$ cat src/rtl/pwm_ctrl_pkg.sv
// Shared types, defaults and helpers for the PWM duty controller.
// Imported by btn_debounce and pwm_duty_ctrl.
package pwm_ctrl_pkg;

  typedef enum logic [1:0] {
    ST_IDLE,
    ST_UP,
    ST_DN,
    ST_BOTH
  } duty_st_e;

  localparam int DEF_DUTY_W        = 4;
  localparam int DEF_DUTY_STEP     = 1;
  localparam int DEF_RESET_DUTY    = 8;
  localparam int DEF_DEB_CYCLES    = 4;
  localparam int DEF_REPEAT_DELAY  = 16;
  localparam int DEF_REPEAT_PERIOD = 4;

  // Largest value a duty register of width w can hold.
  function automatic int duty_max(input int w);
    return (1 << w) - 1;
  endfunction

endpackage

$ cat src/rtl/pwm_duty_ctrl_btn_debounce.sv
// Button conditioner: 2-flop synchroniser plus a stability counter.
// Emits the debounced level and a one-cycle pulse on its rising edge.
module btn_debounce
  import pwm_ctrl_pkg::*;
#(
  parameter int DEB_CYCLES = DEF_DEB_CYCLES
) (
  input  logic i_clk,
  input  logic i_rst_n,
  input  logic i_btn,
  output logic o_level,
  output logic o_rise
);

  localparam int CNT_W = $clog2(DEB_CYCLES + 1);

  logic [1:0]       sync_q, sync_d;
  logic [CNT_W-1:0] cnt_q, cnt_d;
  logic             lvl_q, lvl_d;
  logic             rise_q, rise_d;

  // Count samples that disagree with the level; flip once enough agree.
  always_comb begin
    sync_d = {sync_q[0], i_btn};
    cnt_d  = cnt_q;
    lvl_d  = lvl_q;
    rise_d = 1'b0;
    if (cnt_q == CNT_W'(DEB_CYCLES)) begin
      lvl_d  = ~lvl_q;
      rise_d = ~lvl_q;
      cnt_d  = '0;
    end else if (sync_q[1] != lvl_q) begin
      cnt_d = cnt_q + 1'b1;
    end else begin
      cnt_d = '0;
    end
  end

  // Synchroniser, counter and level registers.
  always_ff @(posedge i_clk or negedge i_rst_n) begin
    if (!i_rst_n) begin
      sync_q <= '0;
      cnt_q  <= '0;
      lvl_q  <= 1'b0;
      rise_q <= 1'b0;
    end else begin
      sync_q <= sync_d;
      cnt_q  <= cnt_d;
      lvl_q  <= lvl_d;
      rise_q <= rise_d;
    end
  end

  assign o_level = lvl_q;
  assign o_rise  = rise_q;

endmodule

$ cat src/rtl/pwm_duty_ctrl.sv
// Duty-cycle front end: debounced up/down buttons, arbitration FSM,
// saturating duty register. Auto-repeat: PWM_DUTY_CTRL_AUTO_REPEAT_EN.
module pwm_duty_ctrl
  import pwm_ctrl_pkg::*;
#(
  parameter int DUTY_W        = DEF_DUTY_W,
  parameter int DUTY_STEP     = DEF_DUTY_STEP,
  parameter int RESET_DUTY    = DEF_RESET_DUTY,
  parameter int DEB_CYCLES    = DEF_DEB_CYCLES,
  parameter int REPEAT_DELAY  = DEF_REPEAT_DELAY,
  parameter int REPEAT_PERIOD = DEF_REPEAT_PERIOD
) (
  input  logic              i_clk,
  input  logic              i_rst_n,
  input  logic              i_increase_duty,
  input  logic              i_decrease_duty,
  output logic [DUTY_W-1:0] o_duty,
  output logic              o_duty_upd,
  output logic              o_at_max,
  output logic              o_at_min
);

  localparam int DUTY_MAX = duty_max(DUTY_W);

  localparam logic [DUTY_W:0] MAX_X  = (DUTY_W+1)'(DUTY_MAX);
  localparam logic [DUTY_W:0] STEP_X = (DUTY_W+1)'(DUTY_STEP);

  if (DUTY_STEP < 1 || DUTY_STEP > DUTY_MAX) begin : g_bad_step
    $error("DUTY_STEP out of range");
  end
  if (RESET_DUTY < 0 || RESET_DUTY > DUTY_MAX) begin : g_bad_rst
    $error("RESET_DUTY out of range");
  end
  if (DEB_CYCLES < 2) begin : g_bad_deb
    $error("DEB_CYCLES must be at least 2");
  end
  if (REPEAT_PERIOD < 1 || REPEAT_PERIOD > REPEAT_DELAY) begin : g_bad_rpt
    $error("REPEAT_PERIOD must be 1..REPEAT_DELAY");
  end

  logic up_lvl, up_rise;
  logic dn_lvl, dn_rise;

  btn_debounce #(
    .DEB_CYCLES(DEB_CYCLES)
  ) u_deb_up (
    .i_clk   (i_clk),
    .i_rst_n (i_rst_n),
    .i_btn   (i_increase_duty),
    .o_level (up_lvl),
    .o_rise  (up_rise)
  );

  btn_debounce #(
    .DEB_CYCLES(DEB_CYCLES)
  ) u_deb_dn (
    .i_clk   (i_clk),
    .i_rst_n (i_rst_n),
    .i_btn   (i_decrease_duty),
    .o_level (dn_lvl),
    .o_rise  (dn_rise)
  );

  duty_st_e          st_q, st_d;
  logic [DUTY_W-1:0] duty_q, duty_d;
  logic [DUTY_W-1:0] prev_q, prev_d;
  logic              upd_q, upd_d;
  logic              do_up, do_dn;
  logic [DUTY_W:0]   sum_x, diff_x;
  logic [DUTY_W-1:0] up_val, dn_val;

`ifdef PWM_DUTY_CTRL_AUTO_REPEAT_EN
  localparam int RPT_W = $clog2(REPEAT_DELAY + 1);
  logic [RPT_W-1:0] rpt_q, rpt_d;
  logic             rpt_fire;
  assign rpt_fire = (rpt_q == RPT_W'(REPEAT_DELAY - 1));
`endif

  // Saturating candidates, one guard bit so nothing wraps.
  always_comb begin
    sum_x  = {1'b0, duty_q} + STEP_X;
    diff_x = {1'b0, duty_q} - STEP_X;
    if (sum_x > MAX_X) begin
      up_val = MAX_X[DUTY_W-1:0];
    end else begin
      up_val = sum_x[DUTY_W-1:0];
    end
    if (diff_x[DUTY_W]) begin
      dn_val = '0;
    end else begin
      dn_val = diff_x[DUTY_W-1:0];
    end
  end

  // Arbitration FSM: one step per accepted press, none when both held.
  always_comb begin
    st_d  = st_q;
    do_up = 1'b0;
    do_dn = 1'b0;
`ifdef PWM_DUTY_CTRL_AUTO_REPEAT_EN
    rpt_d = '0;
`endif
    unique case (st_q)
      ST_IDLE: begin
        if (up_rise && dn_rise) begin
          st_d = ST_BOTH;
        end else if (up_rise) begin
          if (dn_lvl) begin
            st_d = ST_BOTH;
          end else begin
            st_d  = ST_UP;
            do_up = 1'b1;
          end
        end else if (dn_rise) begin
          if (up_lvl) begin
            st_d = ST_BOTH;
          end else begin
            st_d  = ST_DN;
            do_dn = 1'b1;
          end
        end
      end
      ST_UP: begin
        if (dn_rise) begin
          st_d = ST_BOTH;
        end else if (!up_lvl) begin
          st_d = ST_IDLE;
        end else begin
`ifdef PWM_DUTY_CTRL_AUTO_REPEAT_EN
          if (rpt_fire) begin
            do_up = 1'b1;
            rpt_d = RPT_W'(REPEAT_DELAY - REPEAT_PERIOD);
          end else begin
            rpt_d = rpt_q + 1'b1;
          end
`endif
        end
      end
      ST_DN: begin
        if (up_rise) begin
          st_d = ST_BOTH;
        end else if (!dn_lvl) begin
          st_d = ST_IDLE;
        end else begin
`ifdef PWM_DUTY_CTRL_AUTO_REPEAT_EN
          if (rpt_fire) begin
            do_dn = 1'b1;
            rpt_d = RPT_W'(REPEAT_DELAY - REPEAT_PERIOD);
          end else begin
            rpt_d = rpt_q + 1'b1;
          end
`endif
        end
      end
      ST_BOTH: begin
        if (!up_lvl && !dn_lvl) begin
          st_d = ST_IDLE;
        end
      end
      default: begin
        st_d = ST_IDLE;
      end
    endcase
  end

  // Duty update and change detect; the strobe trails the change by a cycle.
  always_comb begin
    duty_d = duty_q;
    if (do_up) begin
      duty_d = up_val;
    end else if (do_dn) begin
      duty_d = dn_val;
    end
    prev_d = duty_q;
    upd_d  = (duty_q != prev_q);
  end

  // State, duty and strobe registers.
  always_ff @(posedge i_clk or negedge i_rst_n) begin
    if (!i_rst_n) begin
      st_q   <= ST_IDLE;
      duty_q <= DUTY_W'(RESET_DUTY);
      prev_q <= DUTY_W'(RESET_DUTY);
      upd_q  <= 1'b0;
    end else begin
      st_q   <= st_d;
      duty_q <= duty_d;
      prev_q <= prev_d;
      upd_q  <= upd_d;
    end
  end

`ifdef PWM_DUTY_CTRL_AUTO_REPEAT_EN
  // Hold-time counter for auto-repeat, cleared outside UP/DN.
  always_ff @(posedge i_clk or negedge i_rst_n) begin
    if (!i_rst_n) begin
      rpt_q <= '0;
    end else begin
      rpt_q <= rpt_d;
    end
  end
`endif

  assign o_duty     = duty_q;
  assign o_duty_upd = upd_q;
  assign o_at_max   = (duty_q == DUTY_W'(DUTY_MAX));
  assign o_at_min   = (duty_q == '0);

endmodule

$ cat config.mk
export PLATFORM = sky130hd
export DESIGN_NAME = pwm_duty_ctrl
export DESIGN_NICKNAME = d
export VERILOG_FILES = /design/src/rtl/pwm_ctrl_pkg.sv /design/src/rtl/pwm_duty_ctrl_btn_debounce.sv /design/src/rtl/pwm_duty_ctrl.sv
export SDC_FILE = /design/constraint.sdc
export NUM_CORES = 1
export LEC_CHECK = 0
export ABC_AREA = 1
export BUFFER_PORTS_ARGS = -buffer_cell sky130_fd_sc_hd__buf_2
export CAP_MARGIN = 15
export CORE_MARGIN = 8
export CORE_UTILIZATION = 40
export CTS_CLUSTER_DIAMETER = 50
export DETAILED_ROUTE_END_ITERATION = 7
export GPL_ROUTABILITY_DRIVEN = 1
export PLACE_DENSITY = 0.64
export SLEW_MARGIN = 20
export SYNTH_ARGS = -nofsm -noshare
export SYNTH_HDL_FRONTEND = slang
export SYNTH_SLANG_ARGS = --single-unit
$ cat constraint.sdc
create_clock -name i_clk -period 4.5 [get_ports i_clk]
set_clock_uncertainty 0.1 [all_clocks]
set_input_delay 0.45 -clock i_clk [delete_from_list [all_inputs] [get_ports i_clk]]
set_output_delay 0.45 -clock i_clk [all_outputs]
set_load 0.02 [all_outputs]
# Word level (Yosys, flattened, before mapping)
# Index checks and enable logic that the tools add are counted.
# totals
reg_bits,25
in_bits,4
out_inout_bits,7
elab_cells,70
# op_classes
add_sub_neg,4
order_cmp,1
eq_ne,13
muxes,30
n_bitwise,2
n_reduce_logical,8
# op_table
operator,n
$mux 2,9
$mux 4,4
$mux 1,12
$mux 3,4
$pmux 2 s4,1
$add 3x1->3 const B,2
$eq 3x3->1 const B,2
$add 4x1->5 const B,1
$gt 5x4->1 const B,1
$sub 4x1->5 const B,1
$eq 2x2->1 const B,2
$eq 4x4->1 const B,1
$logic_not 4->1,1
$ne 4x2->1 const B,1
$ne 4x4->1,1
$reduce_and 4->1,1
$ne 3x2->1 const B,1
$ne 3x3->1 const B,1
$eq 2x1->1 const B,1
$logic_and 1x1->1,2
$logic_not 1->1,2
$logic_not 2->1,1
$ne 1x1->1,2
$ne 2x2->1 const B,1
other kinds (2),3

# Longest topological paths before layout
# logic_depth
ltp_word,7
ltp_mapped,9
ltp_nobuf,9

# Cells and area by module
# From an unflattened synthesis, not the netlist that was laid out.
# unflattened
hier_cells,154
area_unflattened_um2,1311.3
# by_module_without_submodules
mod,instances,cells_each,area_per_inst_um2,seq_area_each_um2
pwm_duty_ctrl,1,98,735.7,277.8
btn_debounce,2,28,287.8,175.2

# Worst setup path before layout
# Ideal clock, no wire load.
# synth_path
path_kind,reg-to-output
startpoint,"reg duty_q[0], in the netlist o_duty[0]"
endpoint,out o_at_min
arrival_time_ns,1.177
t_required_ns,3.950
slack_ns,2.773
stages_incl_launch_ff,5
path_buffers,0
cell_sequence,dfrtp_1 > inv_1 > ha_1 > nand2_1 > nor2_1
# synth_via
elab_chain_cells,1
# synth_rtl
element,line_no,text
"start, declared",pwm_duty_ctrl.sv:65,"logic [DUTY_W-1:0] duty_q, duty_d;"
"start signal, assigned",pwm_duty_ctrl.sv:182,duty_q <= DUTY_W'(RESET_DUTY);
"start signal, assigned",pwm_duty_ctrl.sv:187,duty_q <= duty_d;
$logic_not 4->1,pwm_duty_ctrl.sv:207,assign o_at_min = (duty_q == '0);
"end, declared",pwm_duty_ctrl.sv:20,output logic o_at_min
# No other way between the ends.

# Worst setup path in the final report
# Ends and elaborated chain as after synthesis.

==> metrics.md <==
| Metric | Value |
|---|---|
| Inserted Clock Buffers | `3` |
| Fillers | `290` |
| Register bit total from synthesis | `25` |
| Critical path type | `reg2out` |
| Worst-Margin Slew | `0.535 ns` |
| Post-Syn Instances | `137` |
| Sum Neg Setup Slack | `0 ns` |
| Post-Synth Simple-Gate Area | `0.202` |
| CP peak stage delay | `0.48 ns` |
| RSZ-0062 raised after global routing | `false` |
| Starting Density | `0.419` |
| Power share of the combinational group | `0.450` |
| Final worst-path cycle share | `0.453` |
| Sequential share of power | `0.440` |
| IO Port Bufs | `10` |
| Die area | `5230 sq um` |
| Period minus WS final | `2.04 ns` |
| Critical Path AT | `1.49 ns` |
| DP HPWL | `1.59 mm` |
| Multiplexer share of the synthesized area | `0` |
| Die height | `72.3 um` |
| Leakage | `0.652 nW` |
| Post-DP Area | `1370 sq um` |
| Mapped Nets | `149` |
| DR pass1 iterations | `4` |
| Hold-fix buffers, CTS | `0` |
| Fin area | `1390 sq um` |
| Run status | `finished, violations left` |
| Critical Path RT | `3.95 ns` |
| Die X | `72.3 um` |
| Clock slew at reported path FFs | `0.12 ns` |
| Hold WC Path Type | `in2async` |
| Routability cong. | `0.827` |
| Largest net degree at the start of global routing | `26` |
| Vias in the first global route | `876` |
| Synth Area in Compound Gates | `0.0799` |
| Seq/Total Area, Yosys | `0.495` |
| Worst Path Max Fanout | `8` |
| Total Power | `0.879 mW` |
| Nets | `163` |
| Initial antenna violation count | `0` |
| CTS tree | `done` |
| GRT Util Overall | `0.0882` |
| Clk buf depth | `2` |
| Vias post-DR | `892` |
| Post-DRT Antenna Nets | `0` |
| Routed wire length | `2.06 mm` |
| Fmax | `0.491 GHz` |
| Slowest cell on crit path | `dfrtp_1` |
| Clock latency on the worst-skew pair | `0.31 ns` |
| Grt ovf | `0` |
| Core area | `3030 sq um` |
| YS warnings | `0` |
| Clk pwr share | `0.110` |
| Post-CTS setup buffer count | `0` |
| CTS resizes | `0` |
| Area Growth Syn to Fin | `9.76%` |
| Initial DRC Count | `53` |
| Routed WL per cell | `10.6 um` |
| Crit path cell chain | `inv_1 > ha_1 > nand2_1 > nor2_1 > buf_2` |
| Failing checks | `negative hold slack` |
| Final setup fails | `0` |
| Worst setup EP type | `output pin` |
| Mean Syn Cell Area | `9.26 sq um` |
| Max Slew Vio Count | `0` |
| Xor/xnor cell area share of the yosys netlist | `0.0759` |
| Hold Vio Cnt, Final | `18` |
| Switch Pwr | `0.380 mW` |
| TritonCTS sink count | `25` |
| First-pass GRT wire length | `3.69 mm` |
| Most frequent cells in the layout | `nand2_1 (23), dfrtp_1 (23), inv_1 (17)` |
| CP delay by family, top | `flip-flops` |
| Mapped cell area | `1270 sq um` |
| Worst Path Buf+Inv | `2` |
| CTS root buf | `clkbuf_4` |
| Int Pwr | `0.499 mW` |
| Largest family of logic cells by synthesized area | `simple AND/OR/NAND/NOR gates` |
| Layout Utilization | `0.460` |
| Cell Pwr Density | `631 nW/um^2` |
| Final hold slack | `-0.00331 ns` |
| Post-Synth Adder-Cell Area | `0.0789` |
| Worst vdd ir | `0.000242 V` |
| Worst Setup Start Kind | `flip-flop` |
| Sw Ratio | `0.433` |
| Boundary pin count | `11` |
| Relative max-transition margin | `0.643` |
| Synth cell types | `24` |
| Share of layout cells above drive strength 1 | `0.187` |
| Max-Cap Viols | `0` |
| # diodes | `0` |
| Via density | `4.60` |
| DRC viols | `0` |
| Num rows | `20` |
| H-tree Lvls | `1` |
## stage by stage
step           setup slack, ns  std cells  hold WS (ns)
6_report                  2.46        194      -0.00331
5_1_grt                   2.33        194        0.0196
4_1_cts                   2.44        194       0.00177
3_5_place_dp              2.82        190         0.237
3_3_place_gp              2.86        190         0.233
2_1_floorplan             2.77        137        0.0544
## Yosys cell counts (all sizes together)
library cell | instances | share of area
nor2 | 19 | 0.068
xnor2 | 7 | 0.048
inv | 21 | 0.062
dfstp | 2 | 0.041
or2 | 1 | 0.0049
nand3 | 8 | 0.041
o21ai | 10 | 0.042
nand4 | 2 | 0.0099
and2 | 1 | 0.0049
o22ai | 1 | 0.0049
ha | 8 | 0.079
dfrtp | 23 | 0.45
a21oi | 3 | 0.021
o211ai | 2 | 0.012
xor2 | 4 | 0.028
nand2 | 24 | 0.073
buf | 1 | 0.0059
## logic make-up after synthesis
kind of cell             after synthesis
AO/OA/AOI/OAI                         16
XOR/XNOR                              11
adder cells (fa/ha/maj)                8
buffers and inverters                 22
flip-flops                            25
AND/OR/NAND/NOR                       55
## flip-flops by register name, indices dropped and copies added, names as in the netlist, 2 cells and up
signal,count
o_duty,4
prev_q,4
u_deb_dn.cnt_q,3
u_deb_up.cnt_q,3
st_q,2
u_deb_dn.sync_q,2
u_deb_up.sync_q,2
## metal layers
metal	track usage	vias to the layer above	share of wire
li1	-	455	-
met1	0.0948	410	0.43
met2	0.152	21	0.49
met3	0.0331	6	0.059
met4	0.0340	0	0.016
met5	0	-	0
## worst paths after layout
path,cells after the start,start,to,slack [ns]
min in group i_clk,1,i_increase_duty,u_deb_up.sync_q[0],0.13
max in group asynchronous,1,i_rst_n,o_duty[3],3.94
setup reg to reg,8,o_duty[0],o_duty[2],2.82
hold / removal,1,i_rst_n,o_duty[2],-0.003
setup / recovery,5,o_duty[0],o_at_min,2.46
hold reg to reg,0,u_deb_dn.sync_q[0],u_deb_dn.sync_q[1],0.26
## layout make-up
| cell class | count | area (sq um) | area share |
|---|---|---|---|
| multi-input combinational | 90 | 554 | 0.398 |
| clock buffer | 4 | 26.3 | 0.0189 |
| timing repair buffer | 10 | 50.0 | 0.0359 |
| sequential | 25 | 628 | 0.451 |
| tap | 44 | 55.1 | 0.0395 |
| inverter | 21 | 78.8 | 0.0566 |
## worst reg2reg max path, cell delays in order, from the launching register on
cell     delay [ns]
dfrtp_1        0.50
inv_1          0.18
ha_1           0.35
nand3_1        0.08
nor2_1         0.11
nand2_1        0.05
nand3_1        0.07
nand2_1        0.06
a21oi_1        0.12
## power by group through the flow
stage | sequential (mW) | clock [mW] | combinational, mW
2_1_floorplan | 0.386 | 0 | 0.311
3_3_place_gp | 0.385 | 0 | 0.391
3_5_place_dp | 0.393 | 0 | 0.400
4_1_cts | 0.388 | 0.103 | 0.403
5_1_grt | 0.400 | 0.111 | 0.454
6_report | 0.387 | 0.0964 | 0.396
Power figures use the tool's default switching activity.
